===== config.mk =====
export PLATFORM = sky130hd
export DESIGN_NAME = led_blink_driver
export DESIGN_NICKNAME = d
export VERILOG_FILES = /design/src/rtl/led_blink_driver.sv
export SDC_FILE = /design/constraint.sdc
export NUM_CORES = 1
export LEC_CHECK = 0
export CORE_MARGIN = 3
export CORE_UTILIZATION = 45
export CTS_CLUSTER_DIAMETER = 100
export DETAILED_ROUTE_END_ITERATION = 6
export GPL_TIMING_DRIVEN = 0
export SLEW_MARGIN = 20
export SYNTH_ARGS = -nofsm -noshare
export SYNTH_HDL_FRONTEND = slang
export SYNTH_SLANG_ARGS = --single-unit

===== constraint.sdc =====
create_clock -name clk -period 4.32 [get_ports clk]
set_clock_uncertainty 0.1 [all_clocks]
set_input_delay 0.648 -clock clk [delete_from_list [all_inputs] [get_ports clk]]
set_output_delay 0.648 -clock clk [all_outputs]
set_load 0.1 [all_outputs]

===== src/rtl/led_blink_driver.sv =====
// Turns per-LED event levels into a blink-then-solid indication.
// One shared prescaler paces every LED's blink phases.
module led_blink_driver #(
  parameter int NUM_LEDS    = 4,
  parameter int TICK_DIV    = 25_000_000,
  parameter int BLINK_COUNT = 3
) (
  input  logic                clk,
  input  logic                reset,
  input  logic [NUM_LEDS-1:0] evt,
  input  logic                clr,
  output logic [NUM_LEDS-1:0] led_out,
  output logic                busy
);

  localparam int TW = (TICK_DIV > 1) ? $clog2(TICK_DIV) : 1;
  localparam int PW = (2 * BLINK_COUNT > 2) ? $clog2(2 * BLINK_COUNT) : 1;
  localparam logic [TW-1:0] TLAST  = TW'(TICK_DIV - 1);
  localparam logic [PW-1:0] PSTART = PW'(2 * BLINK_COUNT - 1);

  typedef enum logic [1:0] {
    IDLE  = 2'd0,
    BLINK = 2'd1,
    SOLID = 2'd2
  } state_t;

  state_t              st      [NUM_LEDS];
  state_t              st_nx   [NUM_LEDS];
  logic [PW-1:0]       pcnt    [NUM_LEDS];
  logic [PW-1:0]       pcnt_nx [NUM_LEDS];
  logic [NUM_LEDS-1:0] ph;
  logic [NUM_LEDS-1:0] ph_nx;
  logic [NUM_LEDS-1:0] evt_q;
  logic [NUM_LEDS-1:0] rise;
  logic [NUM_LEDS-1:0] led_nx;
  logic                busy_nx;
  logic [TW-1:0]       tcnt;
  logic                tick;

  assign tick = (tcnt == TLAST);
  assign rise = evt & ~evt_q;

  // Next state per LED; an IDLE LED that rises on a tick ignores that tick.
  always_comb begin
    busy_nx = 1'b0;
    led_nx  = '0;
    ph_nx   = ph;
    for (int i = 0; i < NUM_LEDS; i++) begin
      st_nx[i]   = st[i];
      pcnt_nx[i] = pcnt[i];
      case (st[i])
        IDLE: begin
          if (rise[i]) begin
            st_nx[i]   = BLINK;
            ph_nx[i]   = 1'b1;
            pcnt_nx[i] = PSTART;
          end
        end
        BLINK: begin
          if (tick) begin
            if (pcnt[i] == '0) begin
              st_nx[i] = SOLID;
            end else begin
              pcnt_nx[i] = pcnt[i] - 1'b1;
              ph_nx[i]   = ~ph[i];
            end
          end
        end
        SOLID: begin
          st_nx[i] = SOLID;
        end
        default: begin
          st_nx[i] = IDLE;
        end
      endcase
      led_nx[i] = (st_nx[i] == SOLID) | ((st_nx[i] == BLINK) & ph_nx[i]);
      busy_nx   = busy_nx | (st_nx[i] == BLINK);
    end
  end

  // evt_q keeps sampling through clr so a held level cannot retrigger.
  always_ff @(posedge clk) begin
    if (reset) begin
      tcnt    <= '0;
      evt_q   <= '0;
      ph      <= '0;
      led_out <= '0;
      busy    <= 1'b0;
      for (int i = 0; i < NUM_LEDS; i++) begin
        st[i]   <= IDLE;
        pcnt[i] <= '0;
      end
    end else begin
      evt_q <= evt;
      if (clr) begin
        tcnt    <= '0;
        ph      <= '0;
        led_out <= '0;
        busy    <= 1'b0;
        for (int i = 0; i < NUM_LEDS; i++) begin
          st[i]   <= IDLE;
          pcnt[i] <= '0;
        end
      end else begin
        tcnt    <= tick ? '0 : tcnt + 1'b1;
        ph      <= ph_nx;
        led_out <= led_nx;
        busy    <= busy_nx;
        for (int i = 0; i < NUM_LEDS; i++) begin
          st[i]   <= st_nx[i];
          pcnt[i] <= pcnt_nx[i];
        end
      end
    end
  end

endmodule

==> out/results.md <==
| Item | Reported | Unit |
|:---|:---|:---|
| Result of the run | completed | - |
| CP arrival | 1790 | ps |
| CTS tree | built | - |
| Final Worst Setup Slack | 1778 | ps |
| Effective utilization at floorplan | 47.43 | % |
| Hold violation count in the final report | 0 | - |
| All-Layer GR Usage | 17.18 | % |
| Min-Delay Endpoint | tcnt[0] | - |
| Mapped Area | 0.002858 | sq mm |
| Fraction of the yosys area taken by sequential cells | 45.88 | % |
| Overall die area | 0.007343 | sq mm |
| Wirelength per Cell | 13.94 | um |
| Number of DRC violations after detailed routing | 0 | - |
| Total wirelength of the detailed-routed design | 5799 | um |
| Peak clock frequency supported by timing | 0.3933 | GHz |
| Via count | 2208 | - |
| Final nets | 352 | - |
| Number of post-CTS setup repair buffers | 0 | - |
| Post-route ant nets | 0 | - |
| CP max stage cell | clkdlybuf4s50_1 | - |
| Total number of clock tree sinks | 58 | - |
| Power per unit of standard cell area | 341.7 | mW/mm^2 |
| Maximum Capacitance Violations | 0 | - |
| Number of buffers added to fix hold violations after cts | 0 | - |
| Largest fanout of any net on the critical path | 1 | - |
| Worst Hold Path Cells | 1 | - |
| Number of inserted diodes | 0 | - |
| Number of antenna violations at the first check in global routing | 0 | - |
| Vias in the first global route | 2101 | - |
| Number of port buffers | 11 | - |
| Clock transition at the register clock pins on the worst setup and hold paths after CTS | 60 | ps |
| Total of flip-flops plus latches after synthesis | 58 | - |
| Starting DRC count in detailed routing | 90 | - |
| Ports | 12 | - |
| Proportion of register bits with asynchronous set or reset after synthesis | 0 | % |
| Layout-stage area growth over the synthesis result | 13.49 | % |
| # H-tree levels | 3 | - |
| Area of the core region | 0.006026 | sq mm |
| Routability congestion estimate | 0.8491 | - |
| Highest ir drop seen on vdd | 0.0002531 | V |
| Prevailing post-synth register cell | dfxtp_1 | - |
| Min cycle time layout | 2542 | ps |
| Register-to-register path setup slack | 2020 | ps |
| Clock root buffer | clkbuf_8 | - |
| Die W | 85.69 | um |
| Post-synth cell types | 48 | - |
| Worst-Margin Slew | 972.6 | ps |
| Detailed placement HPWL | 4081 | um |
| First-pass detailed-route iteration total | 4 | - |
| Number of placement rows | 28 | - |
| Worst-Skew Late Latency | 330 | ps |
| Delay of the slowest critical-path stage | 1130 | ps |
| DP Worst Slack | 1491 | ps |
| Global-route wire length before repair | 9915 | um |
| Share of cells above drive strength 1 | 8.211 | % |
| Critical-path cell list | clkdlybuf4s50_1 | - |
| Worst reg2reg path startpoint | tcnt[0] | - |
| Critical path buffer and inverter count | 1 | - |
| Number of gates resized after cts | 0 | - |
| TritonCTS buffer count | 9 | - |
| Avg Vias per Cell | 5.308 | - |
| Synthesized instance count | 309 | - |
| Required time at the worst-slack endpoint | 3570 | ps |
| Depth of the worst register-to-register path | 6 | - |
| Class of the tightest hold or removal check | reg -> reg | - |
| Share of the core filled with cells | 53.82 | % |
| Buffers from clock root to sink, at most | 2 | - |
| Kind of start point of the critical path | register | - |
| Max-slew violation total from the final report | 0 | - |
| Number of placed instances, taps included | 400 | - |
| Final critical-path share of the clock period | 58.85 | % |
| Final Non-Filler Cells | 416 | - |
| Capture point of the worst reg-to-reg path | pcnt[0][2] | - |
| Total setup violations reported at the end of the flow | 0 | - |
| Crit-path leading delay family | buffers and inverters | - |
| Number of enable flip-flop cells after synthesis | 15 | - |
| Die height | 85.69 | um |
| Maximum number of pins on one net before global-route repair | 11 | - |
| Launch instance of the worst min-delay path | tcnt[0] | - |
| Headroom to the max-slew limit | 34.96 | % |
| Setup TNS after final layout | 0 | ps |
| Critical Path End Type | output pin | - |
| Static Leak | 1.142 | nW |
| Type of the worst setup path | reg -> out | - |
| Yosys warning count | 0 | - |
| Syn Area/Cell | 9.248 | sq um |
| Unrepaired setup endpoints after global routing | no | - |
| Global route total overflow | 0 | - |
Yosys cell counts (3+ instances only):
cell type,n,area [sq um]
xnor2_1,19,166.4
o22ai_1,3,18.77
and3_1,5,31.28
xor2_1,6,52.55
nand4_1,9,56.30
nor3_1,13,65.06
o21a_1,5,37.54
and2_1,5,31.28
buf_2,6,30.03
edfxtp_1,15,450.4
nand3_1,11,55.05
clkbuf_1,3,11.26
or3_1,3,18.77
ha_1,9,112.6
nand2_1,16,60.06
dfxtp_1,43,860.8
inv_1,17,63.81
nand4b_1,3,26.28
nand2b_1,10,62.56
a21oi_1,19,95.09
o21ai_1,3,15.01
nor2_1,38,142.6
nor4_1,4,25.02
nor2b_1,12,75.07
stage by stage:
stage	hold slack, ps	power, mW	cell area (sq um)
finish	340.7	1.108	3243
global route	370.8	1.161	3243
CTS	348.1	1.120	3243
detailed placement	336.5	0.6941	3080
global placement	325.8	0.6918	3080
floorplan	312.9	0.6645	2877
worst max path at each step:
stage                from    endpoint  slack, ps  cells past startpoint
3_5_place_dp        reset    tcnt[12]       1490                      5
5_1_grt             reset     tcnt[8]       1720                      5
6_report       led_out[2]  led_out[2]       1780                      1
4_1_cts        led_out[2]  led_out[2]       1750                      1
2_1_floorplan     tcnt[0]  pcnt[0][0]       2420                      6
3_3_place_gp        reset    tcnt[12]       1490                      5
placed cells by master, fill, tap and decap left out, types with 11 or more instances in the layout:
| master | count |
|---|---|
| nor3_1 | 13 |
| edfxtp_1 | 15 |
| inv_1 | 17 |
| nand2_1 | 16 |
| nand3_1 | 11 |
| dfxtp_1 | 43 |
| nor2_1 | 38 |
| a21oi_1 | 19 |
| xnor2_1 | 19 |
| clkdlybuf4s50_1 | 11 |
| nor2b_1 | 12 |
metal layers:
layer	GRT usage, %	vias up	share of wire (%)
met4	7.050	0	1.8
met5	0	-	0
met3	4.899	15	3.6
met2	24.36	42	41
met1	24.44	1016	54
li1	-	1135	-
sequential cells by signal, summed over array words and instances (netlist names):
signal	cells
pcnt	12
st	8
evt_q	4
ph	4
busy	1
tcnt	25
led_out	4
cell families (layout without fill, tap and decap cells):
group	Yosys count	in the layout	share of synthesized area [%]
adders and majority gates	9	9	3.941
and+or+nand+nor	144	144	28.68
DFF	58	58	45.88
buffers and inverters	26	53	3.678
other	1	6	0.1312
xor gates and xnor gates	25	25	7.662
AOI/OAI and AO/OA	46	46	10.03
report_power, final:
part	switching [mW]	internal [mW]	total (mW)	leakage [nW]
clock	0.208	0.218	0.427	0.0852
combinational	0.0608	0.0350	0.0958	0.546
sequential	0.00969	0.576	0.586	0.511
cell type report:
type | count | area (sq um)
fillers | 594 | 2783
multi-input cells | 230 | 1460
flip-flops and latches | 58 | 1311
clock buffers | 12 | 145.1
repair buffers | 11 | 110.1
well taps | 75 | 93.84
inverters | 17 | 63.81
plain buffers | 9 | 41.29
clock inverters | 4 | 17.52
Power figures use the tool's default switching activity.
